**src/rtl/sprite_rom_arbiter_if.sv**
```systemverilog
// ---------------------------------------------------------------------------
// sprite_rom_arbiter_if
// Bundles the requester-side and ROM-side signals of the sprite ROM arbiter.
//
//   req       N_REQ         per-requester read request (level)
//   addr      N_REQ*ADDR_W  packed addresses, requester i at [i*ADDR_W +: ADDR_W]
//   gnt       N_REQ         one-hot grant (combinational in the arbiter)
//   rom_en    1             ROM read enable
//   rom_addr  ADDR_W        ROM address
//   rom_data  DATA_W        ROM read data
//   rsp_valid N_REQ         one-hot response strobe
//   rsp_data  DATA_W        response word shared by all requesters
//
// Modports:
//   slave  - the arbiter itself
//   master - the environment (sprite units plus the ROM)
// ---------------------------------------------------------------------------
interface sprite_rom_arbiter_if #(
  parameter int N_REQ  = 4,
  parameter int ADDR_W = 12,
  parameter int DATA_W = 12
);
  logic [N_REQ-1:0]        req;
  logic [N_REQ*ADDR_W-1:0] addr;
  logic [N_REQ-1:0]        gnt;
  logic                    rom_en;
  logic [ADDR_W-1:0]       rom_addr;
  logic [DATA_W-1:0]       rom_data;
  logic [N_REQ-1:0]        rsp_valid;
  logic [DATA_W-1:0]       rsp_data;

  modport slave (
    input  req, addr, rom_data,
    output gnt, rom_en, rom_addr, rsp_valid, rsp_data
  );

  modport master (
    output req, addr, rom_data,
    input  gnt, rom_en, rom_addr, rsp_valid, rsp_data
  );
endinterface

```
**src/rtl/sprite_rom_arbiter.sv**
```systemverilog
// ---------------------------------------------------------------------------
// sprite_rom_arbiter
// Shares one synchronous-read sprite-sheet ROM between N_REQ sprite units.
// At most one request is accepted per cycle, forwarded to the ROM, and the
// returned word is routed back to the issuing requester with a one-hot strobe.
//
// Ports:
//   clk      in   system clock
//   reset_n  in   asynchronous, active-low reset
//   bus      slave modport of sprite_rom_arbiter_if
//            (req/addr/gnt to the requesters, rom_en/rom_addr/rom_data to the
//             ROM, rsp_valid/rsp_data back to the requesters)
//
// Parameters: N_REQ (2..8), ADDR_W, DATA_W, ROM_LAT (1..3).
//
// Build option: define SPRITE_ROM_ARB_FIXED_PRIO_EN for fixed priority
// (lowest index wins, no rotating pointer). Default is round-robin.
// ---------------------------------------------------------------------------
module sprite_rom_arbiter #(
  parameter int N_REQ   = 4,
  parameter int ADDR_W  = 12,
  parameter int DATA_W  = 12,
  parameter int ROM_LAT = 1
) (
  input  logic                 clk,
  input  logic                 reset_n,
  sprite_rom_arbiter_if.slave  bus
);

  localparam int PTR_W = (N_REQ > 1) ? $clog2(N_REQ) : 1;

  function automatic logic [N_REQ-1:0] onehot(input logic [PTR_W-1:0] k);
    logic [N_REQ-1:0] v;
    v = '0;
    for (int i = 0; i < N_REQ; i++) begin
      if (k == PTR_W'(i)) v[i] = 1'b1;
    end
    return v;
  endfunction

  // Highest-priority index for the current search
  logic [PTR_W-1:0] ptr;

  // Grant search
  logic             gnt_any;
  logic [PTR_W-1:0] gnt_idx;
  logic [PTR_W-1:0] cand;

  always_comb begin
    gnt_any = 1'b0;
    gnt_idx = '0;
    cand    = '0;
    // Walk ptr, ptr+1, ... modulo N_REQ; first active request wins.
    for (int i = 0; i < N_REQ; i++) begin
      cand = PTR_W'((int'(ptr) + i) % N_REQ);
      if (!gnt_any && bus.req[cand]) begin
        gnt_any = 1'b1;
        gnt_idx = cand;
      end
    end
  end

  assign bus.gnt = gnt_any ? onehot(gnt_idx) : '0;

`ifdef SPRITE_ROM_ARB_FIXED_PRIO_EN
  assign ptr = '0;
`else
  logic [PTR_W-1:0] ptr_q, ptr_d;

  always_comb begin
    ptr_d = ptr_q;
    if (gnt_any) begin
      ptr_d = (gnt_idx == PTR_W'(N_REQ - 1)) ? '0 : gnt_idx + PTR_W'(1);
    end
  end

  always_ff @(posedge clk or negedge reset_n) begin
    if (!reset_n) ptr_q <= '0;
    else          ptr_q <= ptr_d;
  end

  assign ptr = ptr_q;
`endif

  // Address of the granted requester
  logic [ADDR_W-1:0] addr_sel;

  always_comb begin
    addr_sel = '0;
    for (int i = 0; i < N_REQ; i++) begin
      if (gnt_idx == PTR_W'(i)) addr_sel = bus.addr[i*ADDR_W +: ADDR_W];
    end
  end

  // Issue stage / tag pipeline / return stage
  logic                 rom_en_q,    rom_en_d;
  logic [ADDR_W-1:0]    rom_addr_q,  rom_addr_d;
  // Stage 0 is loaded together with rom_en; stage ROM_LAT lines up with rom_data.
  logic [ROM_LAT:0]     tag_vld_q,   tag_vld_d;
  logic [PTR_W-1:0]     tag_idx_q [0:ROM_LAT];
  logic [PTR_W-1:0]     tag_idx_d [0:ROM_LAT];
  logic [N_REQ-1:0]     rsp_valid_q, rsp_valid_d;
  logic [DATA_W-1:0]    rsp_data_q,  rsp_data_d;

  always_comb begin
    rom_en_d    = gnt_any;
    rom_addr_d  = gnt_any ? addr_sel : rom_addr_q;

    tag_vld_d    = {tag_vld_q[ROM_LAT-1:0], gnt_any};
    tag_idx_d[0] = gnt_idx;
    for (int j = 1; j <= ROM_LAT; j++) begin
      tag_idx_d[j] = tag_idx_q[j-1];
    end

    rsp_valid_d = '0;
    rsp_data_d  = rsp_data_q;
    if (tag_vld_q[ROM_LAT]) begin
      rsp_valid_d = onehot(tag_idx_q[ROM_LAT]);
      rsp_data_d  = bus.rom_data;
    end
  end

  always_ff @(posedge clk or negedge reset_n) begin
    if (!reset_n) begin
      rom_en_q    <= 1'b0;
      rom_addr_q  <= '0;
      tag_vld_q   <= '0;
      for (int j = 0; j <= ROM_LAT; j++) tag_idx_q[j] <= '0;
      rsp_valid_q <= '0;
      rsp_data_q  <= '0;
    end else begin
      rom_en_q    <= rom_en_d;
      rom_addr_q  <= rom_addr_d;
      tag_vld_q   <= tag_vld_d;
      for (int j = 0; j <= ROM_LAT; j++) tag_idx_q[j] <= tag_idx_d[j];
      rsp_valid_q <= rsp_valid_d;
      rsp_data_q  <= rsp_data_d;
    end
  end

  assign bus.rom_en    = rom_en_q;
  assign bus.rom_addr  = rom_addr_q;
  assign bus.rsp_valid = rsp_valid_q;
  assign bus.rsp_data  = rsp_data_q;

endmodule

```
**src/flat_wrapper.sv**
```systemverilog
// flat-port wrapper written by rule: the top's interface ports become plain ports
module sprite_rom_arbiter_flat 
#(
  parameter int N_REQ   = 4,
  parameter int ADDR_W  = 12,
  parameter int DATA_W  = 12,
  parameter int ROM_LAT = 1
)
  (clk, reset_n, bus_req, bus_addr, bus_rom_data, bus_gnt, bus_rom_en, bus_rom_addr, bus_rsp_valid, bus_rsp_data);
  sprite_rom_arbiter_if #(.N_REQ(N_REQ), .ADDR_W(ADDR_W), .DATA_W(DATA_W)) bus_i ();
  input  logic clk;
  input  logic reset_n;
  input wire logic [$bits(bus_i.req)-1:0] bus_req;
  input wire logic [$bits(bus_i.addr)-1:0] bus_addr;
  input wire logic [$bits(bus_i.rom_data)-1:0] bus_rom_data;
  output wire logic [$bits(bus_i.gnt)-1:0] bus_gnt;
  output wire logic [$bits(bus_i.rom_en)-1:0] bus_rom_en;
  output wire logic [$bits(bus_i.rom_addr)-1:0] bus_rom_addr;
  output wire logic [$bits(bus_i.rsp_valid)-1:0] bus_rsp_valid;
  output wire logic [$bits(bus_i.rsp_data)-1:0] bus_rsp_data;
  assign bus_i.req = bus_req;
  assign bus_i.addr = bus_addr;
  assign bus_i.rom_data = bus_rom_data;
  assign bus_gnt = bus_i.gnt;
  assign bus_rom_en = bus_i.rom_en;
  assign bus_rom_addr = bus_i.rom_addr;
  assign bus_rsp_valid = bus_i.rsp_valid;
  assign bus_rsp_data = bus_i.rsp_data;
  sprite_rom_arbiter #(.N_REQ(N_REQ), .ADDR_W(ADDR_W), .DATA_W(DATA_W), .ROM_LAT(ROM_LAT)) u_core (.clk(clk), .reset_n(reset_n), .bus(bus_i));
endmodule
```
**config.mk**
```make
export PLATFORM = sky130hd
export DESIGN_NAME = sprite_rom_arbiter_flat
export DESIGN_NICKNAME = d
export VERILOG_FILES = /design/src/rtl/sprite_rom_arbiter_if.sv /design/src/rtl/sprite_rom_arbiter.sv /design/src/flat_wrapper.sv
export SDC_FILE = /design/constraint.sdc
export NUM_CORES = 1
export LEC_CHECK = 0
export BUFFER_PORTS_ARGS = -buffer_cell sky130_fd_sc_hd__buf_2
export CORE_UTILIZATION = 44
export CTS_CLUSTER_SIZE = 28
export DETAILED_ROUTE_END_ITERATION = 10
export PLACE_DENSITY = 0.79
export SLEW_MARGIN = 0
export SYNTH_ARGS = -nofsm -noshare
export SYNTH_HDL_FRONTEND = slang
export SYNTH_SLANG_ARGS = --single-unit
```
**constraint.sdc**
```tcl
create_clock -name clk -period 3 [get_ports clk]
set_clock_uncertainty 0.1 [all_clocks]
set_input_delay 0.15 -clock clk [delete_from_list [all_inputs] [get_ports clk]]
set_output_delay 0.15 -clock clk [all_outputs]
set_load 0.1 [all_outputs]
```
* After elaboration in Yosys (flattened, before gate mapping)
Cells that the tools add are included.
** Storage, ports and cells
- Bits in read-only memories :: 0
- Flip-flop bits (word level) :: 37
- Memories kept :: 0
- RAM bits :: 0
- Latch bits :: 0
** Operators by class
- Multiply operators :: 0
- Divide/modulo/power cells :: 0
- Eq/ne operators :: 6
- Add/subtract/negate cells :: 4
- Shifts and indexed selects :: 0
- Magnitude comparators :: 4
- Bitwise logic cells :: 0
- Multiplexer cells :: 31
- Reduce and logical (&&, ||, !) cells :: 8
** Operator list (count)
- $mux W12 :: 4
- $mux W1 :: 16
- $lt A2 B3 Y1 const B :: 4
- $mux W2 :: 5
- $bmux W1 S2 :: 4
- $eq A2 B2 Y1 const B :: 4
- $mux W4 :: 2
- $add A2 B1 Y2 const B :: 2
- $add A2 B2 Y2 const B :: 2
- $eq A2 B1 Y1 const B :: 2
- $logic_not A2 Y1 :: 2
- $logic_and A1 B1 Y1 :: 3
- $logic_not A1 Y1 :: 3

* Logic depth before layout (Yosys ltp)
Gate-level depths: netlist of the first run.
- Depth in word-level cells :: 17
- Mapped depth :: 9
- Gate-level depth less buffers :: 7

* Worst setup path before layout of the first run
OpenSTA, ideal clock, no wires.
- Path type :: register -> output
- Start point :: register u_core.ptr_q[1] (netlist: u_core.ptr[1])
- End point :: output port bus_gnt[3]
- Data arrival time :: 2.452 ns
- Cell stages (with the launch flop) :: 8
- Data required time :: 2.750 ns
- Path buffers :: 2
- Slack :: 0.298 ns
- Cells stage by stage :: dfrtp_1 > mux2i_1 > nor2_1 > nor4_1 > ha_1 > clkbuf_1 > clkbuf_1 > and2_1
** On the way
- Longest elaborated chain between the ends :: 15
- Elaborated cells between the ends (all ways) :: 28
- Classes of those cells :: 3 x add/sub; 1 x eq/ne; 18 x mux; 6 x reduce/logical
** Ends and longest elaborated chain
- from (decl) :: line sprite_rom_arbiter.sv:68 : logic [PTR_W-1:0] ptr_q, ptr_d;
- from (signal assigned) :: line sprite_rom_arbiter.sv:79 : else ptr_q <= ptr_d;
- parallel branches: the longest is 11 deep, another holds $add A2 B1 Y2
- $mux W2 (*) :: line sprite_rom_arbiter.sv:56 : if (!gnt_any && bus.req[cand]) begin
- via u_core.gnt_idx[0] :: line sprite_rom_arbiter.sv:46 : logic [PTR_W-1:0] gnt_idx;
- $eq A2 B2 Y1 (*) :: line sprite_rom_arbiter.sv:36 : if (k == PTR_W'(i)) v[i] = 1'b1;
- $mux W1 (*) :: line sprite_rom_arbiter.sv:36
- $mux W4 (*) :: line sprite_rom_arbiter.sv:63 : assign bus.gnt = gnt_any ? onehot(gnt_idx) : '0;
- to (decl) :: line flat_wrapper.sv:16 : output wire logic [$bits(bus_i.gnt)-1:0] bus_gnt;
Mark *: on every way through the listed nets, which the timed path passes. The select of a mux whose other input is x is not followed.

* Worst setup path in the final report of the first run
- Start point :: register u_core.ptr_q[1] (netlist: u_core.ptr[1])
- End point :: output port bus_gnt[1]
** On the way
- Longest elaborated chain between the ends :: 15
- Elaborated cells between the ends (all ways) :: 28
- Classes of those cells :: 3 x add/sub; 1 x eq/ne; 18 x mux; 6 x reduce/logical
** Ends and longest elaborated chain (line)
- parallel branches: the longest is 11 deep, another holds $add A2 B1 Y2
- $mux W2 (*) :: sprite_rom_arbiter.sv:56
- via u_core.gnt_idx[0] :: sprite_rom_arbiter.sv:46
- $eq A2 B1 Y1 (*) :: sprite_rom_arbiter.sv:36
- $mux W1 (*) :: sprite_rom_arbiter.sv:36
- $mux W4 (*) :: sprite_rom_arbiter.sv:63
Marked as above.

==> impl_metrics.json, run 1 <==
{
  "ys.flop_type": "dfrtp_1",
  "initial_core_util_pct": 45.8,
  "cp_cell_sequence": "nand2b_1, a21oi_1, nor4_1, ha_2, and2_1, buf_2",
  "yosysSeqAreaShare_pct": 49.5,
  "final_common_cell": "buf_2",
  "syn2layout_area_growth_pct": 40.5,
  "slowest_delay_ns": 0.51,
  "synth_area_sq_um": 1820,
  "crit_fanout": 25,
  "irDropWorstVdd_mv": 0.360,
  "synthesis.nets": 248,
  "first_pass_iters": 8,
  "cts_max_level": 2,
  "crit_buf_inv": 1,
  "antenna_cells": 0,
  "hpwl_mm": 3.28,
  "cp_top_family": "simple AND/OR/NAND/NOR gates",
  "synth_cells": 178,
  "cap_violations": 0,
  "dpl-instance-area_sq_um": 2360,
  "setup_viol": 0,
  "drtIter0Drc": 126,
  "ys_async_sr_fraction_pct": 100,
  "clock_sinks": 36,
  "tritoncts": "yes",
  "violations": "DRC",
  "antenna_found_initial": 0,
  "hold_viol": 0,
  "placed_cells": 316,
  "grt_pass1_vias": 1507,
  "cp-end-kind": "primary output",
  "rsz0062_at_grt": "false",
  "stdcell_count": 335,
  "avgRoutedWirePerCell_um": 13.5,
  "worstHoldPathType": "in2reg",
  "r2r_slack_ns": 0.51,
  "yosys_warnings": 0,
  "post-route-cell-area_sq_um": 2560,
  "status": "finished, violations left",
  "cts_buffers": 5,
  "dieArea_sq_um": 4400,
  "maxSlewViolCount": 0,
  "cts.path.max_buffers": 2,
  "criticalPathCategory": "reg2out",
  "leakage_nw": 1.30,
  "required_ns": 2.75,
  "vias": 1721,
  "min_period_over_period_pct": 92.8,
  "final.setup.tns_ns": 0,
  "synth_edf_count": 0,
  "layout_setup_ws_ns": 0.216,
  "start_kind": "flop",
  "cts.clk_slew.worst_paths_ns": 0.07,
  "yosysUniqueCellTypes": 27,
  "grt_pass1_wl_mm": 6.64,
  "numPortBuffers": 98,
  "drive_above_1_share_pct": 43.9,
  "vias_per_cell": 5.14,
  "drc_errors": 2,
  "worst_slew_pin_slew_ns": 0.768,
  "grt_max_degree": 37,
  "die_w_um": 66.3,
  "cts-root-buf": "clkbuf_8",
  "cp_data_arrival_time_ns": 2.53,
  "rows": 23,
  "place.gp.congestion": 0.773,
  "postCtsSetupRepairBufs": 0,
  "drtAntennaViolNets": 0,
  "worstSkewPairLatency_ns": 0.29,
  "top_level_ports": 99,
  "finalCriticalPeriod_ns": 2.78,
  "synth.avg_cell_area_sq_um": 10.2,
  "ys_ff_latch": 36,
  "slew_headroom_pct": 48.8,
  "p_total_mw": 2.98,
  "fmax_ghz": 0.359,
  "crit_slowest_cell": "ha_2",
  "grt_usage_pct": 20.5,
  "overflow": 0,
  "die_h_um": 66.3,
  "powerDensity_nw_per_um2": 1170,
  "dp_slack_ns": 0.364,
  "mostFrequentLayoutCells": "96 x buf_2, 36 x dfrtp_1, 16 x nor2_1",
  "coreArea_sq_um": 3970,
  "nets": 354,
  "wl_mm": 4.54
}
[per-stage QoR]
stage / util (%) / hold slack (ns)
final: 64.4 / 0.00350
after global routing: 64.4 / 0.00353
after CTS: 64.3 / 0.00114
after detailed placement: 59.3 / 0.165
after global placement: 59.3 / 0.167
after floorplan: - / -0.246
[cells by family after synthesis]
group | after synthesis | synth area share [%]
buffers and inverters | 27 | 6.88
AND/OR/NAND/NOR | 55 | 16.2
flip-flops | 36 | 49.5
multiplexers | 14 | 8.60
adder cells (fa/ha/maj) | 4 | 2.75
AO/OA/AOI/OAI | 42 | 16.1
[cells in the mapped netlist, drive strengths merged (2+ instances only)]
| library cell | count | area, sq um |
|---|---|---|
| a31oi | 12 | 75.1 |
| a21oi | 15 | 75.1 |
| clkbuf | 8 | 30.0 |
| inv | 13 | 48.8 |
| nand2b | 2 | 12.5 |
| buf | 6 | 46.3 |
| dfrtp | 36 | 901 |
| ha | 4 | 50.1 |
| nand2 | 14 | 52.6 |
| a221o | 12 | 120 |
| nand3b | 12 | 90.1 |
| nor2 | 16 | 60.1 |
| or4 | 2 | 18.8 |
| mux2 | 13 | 146 |
| and2 | 4 | 25.0 |
[report_power, final]
part,internal [mW],switching (mW)
sequential,0.639,0.0838
clock,0.162,0.175
combinational,0.477,1.44
total,1.28,1.70
[final timing paths]
check | cells past startpoint | start | to
worst max-delay path | 6 | u_core.ptr[1]$_DFFE_PN0N_ | bus_gnt[1]
worst min-delay path | 2 | bus_rom_data[7] | u_core.bus.rsp_data[7]$_DFFE_PN0P_
worst max register to register | 7 | u_core.ptr[1]$_DFFE_PN0N_ | u_core.bus.rom_addr[5]$_DFFE_PN0N_
worst min register to register | 0 | u_core.tag_idx_d[1]$_DFF_PN0_ | u_core.tag_idx_q[1]$_DFF_PN0_
max in group asynchronous | 2 | reset_n | u_core.bus.rom_addr[11]$_DFFE_PN0N_
min in group asynchronous | 2 | reset_n | u_core.bus.rom_addr[8]$_DFFE_PN0N_
[flip-flops by register name (all words and copies together), names as in the netlist]
signal                cells
u_core.bus.rsp_data      12
u_core.tag_vld_q          2
u_core.tag_idx_q          2
u_core.tag_idx_d          2
u_core.bus.rom_addr      12
u_core.bus.rsp_valid      4
u_core.ptr                2
[area by class of cell]
type	instances	area, sq um
Fill cell	328	1420
Tap cell	50	62.6
Clock inverter	3	18.8
Sequential cell	36	901
Timing Repair Buffer	113	661
Multi-Input combinational cell	115	796
Inverter	13	48.8
Clock buffer	5	68.8
[worst register-to-register path: stages (launching register included)]
cell	delay (ns)
dfrtp_1	0.45
nand2b_1	0.14
a21oi_1	0.08
nor4_1	0.46
ha_2	0.51
a21oi_1	0.14
a221o_1	0.37
a31oi_1	0.16
[timing repair]
action                                 CTS  global route
endpoints found under the hold margin   46             0
gates resized for setup                  0             1
setup endpoints to repair                0             1
hold buffers                            11             0
[per-layer routing]
| layer | GRT usage [%] | wire length, um | share of wire, % |
|---|---|---|---|
| met4 | 7.98 | 32 | 0.71 |
| met5 | 0 | 0 | 0 |
| met2 | 34.3 | 2300 | 51 |
| met1 | 25.4 | 1870 | 41 |
| met3 | 5.00 | 334 | 7.4 |
No activity file was read; power rests on OpenSTA's default activity.
==> inputs of run 2 (changes only) <==
--- a/config.mk
+++ b/config.mk
@@ -5,11 +5,14 @@
 export SDC_FILE = /design/constraint.sdc
 export NUM_CORES = 1
 export LEC_CHECK = 0
+export ABC_CLOCK_PERIOD_IN_PS = 3000
 export BUFFER_PORTS_ARGS = -buffer_cell sky130_fd_sc_hd__buf_2
-export CORE_UTILIZATION = 44
+export CORE_UTILIZATION = 46
+export CTS_BUF_LIST = sky130_fd_sc_hd__clkbuf_2
 export CTS_CLUSTER_SIZE = 28
 export DETAILED_ROUTE_END_ITERATION = 10
-export PLACE_DENSITY = 0.79
+export PLACE_DENSITY = 0.82
+export RECOVER_POWER = 25
 export SLEW_MARGIN = 0
 export SYNTH_ARGS = -nofsm -noshare
 export SYNTH_HDL_FRONTEND = slang
==> run 2 against run 1 <==
Effect of this change:
- the flow finishes with violations (capacitance limit, slew limit)
- critical path depth stayed put
- die area is 4.2% lower
- register-to-register slack hardly changed
- sequential cell count stayed put
- combinational power is 3% higher
- sequential power hardly changed
- global-route usage is 3.2 points higher
- worst hold slack better by 0.053 ns
- setup slack worse by 0.0063 ns
- critical path type unchanged
- highest routed layer unchanged
==> impl_metrics.json, run 2 (synthesis gave the netlist of run 1 again) <==
{
  "tritoncts": "yes",
  "final_common_cell": "buf_2",
  "drtAntennaViolNets": 0,
  "internal-power_mw": 1.21,
  "drc_errors": 0,
  "slew_headroom_pct": -19.1,
  "first_pass_iters": 4,
  "r2r_slack_ns": 0.51,
  "criticalPathCategory": "reg2out",
  "grt_pass1_vias": 1672,
  "overflow": 0,
  "rsz0062_at_grt": "false",
  "hpwl_mm": 3.26,
  "grt_pass1_wl_mm": 7.46,
  "avgRoutedWirePerCell_um": 13.9,
  "grt_usage_pct": 23.7,
  "cap_violations": 1,
  "die_w_um": 64.9,
  "violations": "capacitance limit, slew limit",
  "start_kind": "flop",
  "antenna_cells": 0,
  "p_sw_share_pct": 58.3,
  "die_h_um": 64.9,
  "numPortBuffers": 98,
  "pwr-share-comb_pct": 68.3,
  "syn2layout_area_growth_pct": 46.8,
  "use_met3_pct": 4.93,
  "mostFrequentLayoutCells": "95 x buf_2, 36 x dfrtp_1, 25 x dlygate4sd3_1",
  "worstSkewPairLatency_ns": 0.36,
  "leakage_nw": 1.36,
  "place.gp.congestion": 0.711,
  "status": "finished, violations left",
  "drtIter0Drc": 62,
  "final.setup.tns_ns": 0,
  "min_period_over_period_pct": 93.0,
  "vias": 1801,
  "coreArea_sq_um": 3720,
  "cts_max_level": 2,
  "nets": 372,
  "worst_slew_pin_slew_ns": 1.79,
  "clkPwrFrac_pct": 6.8,
  "finalCriticalPeriod_ns": 2.79,
  "setup_viol": 0,
  "irDropWorstVdd_mv": 0.506,
  "clock_sinks": 36,
  "cts-root-buf": "clkbuf_2",
  "cts.path.max_buffers": 2,
  "top_usage_layer": "met2",
  "stdcell_count": 350,
  "cp_data_arrival_time_ns": 2.54,
  "hold_viol": 0,
  "fin_worst_hold_slack_ns": 0.0568,
  "top_level_ports": 99,
  "cp-end-kind": "primary output",
  "cts.clk_slew.worst_paths_ns": 0.18,
  "use_met2_pct": 40.0,
  "rows": 22,
  "cts_buffers": 5,
  "antenna_found_initial": 0,
  "fillCellCount": 289,
  "grtUsageMet1_pct": 28.9,
  "dieArea_sq_um": 4210,
  "worstHoldPathType": "in2reg",
  "maxSlewViolCount": 37,
  "p_sw_mw": 1.69,
  "wl_mm": 4.85,
  "initial_core_util_pct": 49.0,
  "drive_above_1_share_pct": 42.1,
  "powerDensity_nw_per_um2": 1090,
  "vias_per_cell": 5.15,
  "fmax_ghz": 0.358,
  "required_ns": 2.75,
  "placed_cells": 314,
  "grt_max_degree": 37,
  "power_frac_seq_pct": 24.9,
  "crit_fanout": 9
}
[run 2: cell count changes in the layout (fill, tap and decap cells not counted), sizes merged]
| cell | previous run | this run |
|---|---|---|
| buf | 102 | 104 |
| clkbuf | 5 | 8 |
| clkinv | 3 | 1 |
| dlygate4sd3 | 11 | 25 |
[run 2: power by group through the flow]
stage	Clock, mW	Sequential (mW)	Combinational (mW)
floorplan	0	1.55	0.708
global placement	0	0.723	1.88
detailed placement	0	0.735	1.90
CTS	0.204	0.722	1.93
global route	0.232	0.741	2.08
finish	0.197	0.722	1.98
[run 2: per-layer routing]
layer,vias to the layer above,routed length (um)
li1,875,-
met1,830,2040
met2,87,2360
met3,9,370
met4,0,82
met5,-,0
[run 2: critical path: stages (launching register included)]
cell,delay [ns]
dfrtp_1,0.49
mux2i_1,0.21
nor2_1,0.07
nor4_1,0.40
ha_2,0.41
and2_1,0.17
buf_2,0.43
[run 2: layout make-up]
class	instances	area, sq um	area share (%)
Sequential cell	36	901	33.7
Timing Repair Buffer	131	830	31.1
Multi-Input combinational cell	115	796	29.8
Tap cell	48	60.1	2.25
Inverter	13	48.8	1.83
Clock buffer	6	30.0	1.12
Clock inverter	1	5.00	0.187
[run 2: what timing repair did]
action / CTS / global route
setup buffers: 0 / 4
hold buffers: 25 / 0
setup endpoints to repair: 1 / 1
pin swaps: 0 / 1
resized for setup: 1 / 0
endpoints found under the hold margin: 60 / 0
[run 2: worst paths after layout]
kind                       cells after the start                          start                            endpoint
setup / recovery                               6      u_core.ptr[1]$_DFFE_PN0N_                          bus_gnt[1]
max in group asynchronous                      2                        reset_n  u_core.bus.rom_addr[7]$_DFFE_PN0N_
setup reg to reg                               8      u_core.ptr[1]$_DFFE_PN0N_  u_core.bus.rom_addr[8]$_DFFE_PN0N_
hold / removal                                 4                   bus_addr[30]  u_core.bus.rom_addr[6]$_DFFE_PN0N_
min in group asynchronous                      2                        reset_n           u_core.ptr[1]$_DFFE_PN0N_
hold reg to reg                                0  u_core.tag_idx_d[1]$_DFF_PN0_       u_core.tag_idx_q[1]$_DFF_PN0_
[run 2: metrics by stage]
step           instance area (sq um)  power [mW]  util (%)  worst slack [ns]
2_1_floorplan                   1820        2.26         -             0.298
3_3_place_gp                    2350        2.60      63.3             0.432
3_5_place_dp                    2350        2.63      63.3             0.325
4_1_cts                         2640        2.86      71.1            0.0738
5_1_grt                         2670        3.05      71.9           0.00538
6_report                        2670        2.90      71.9             0.209
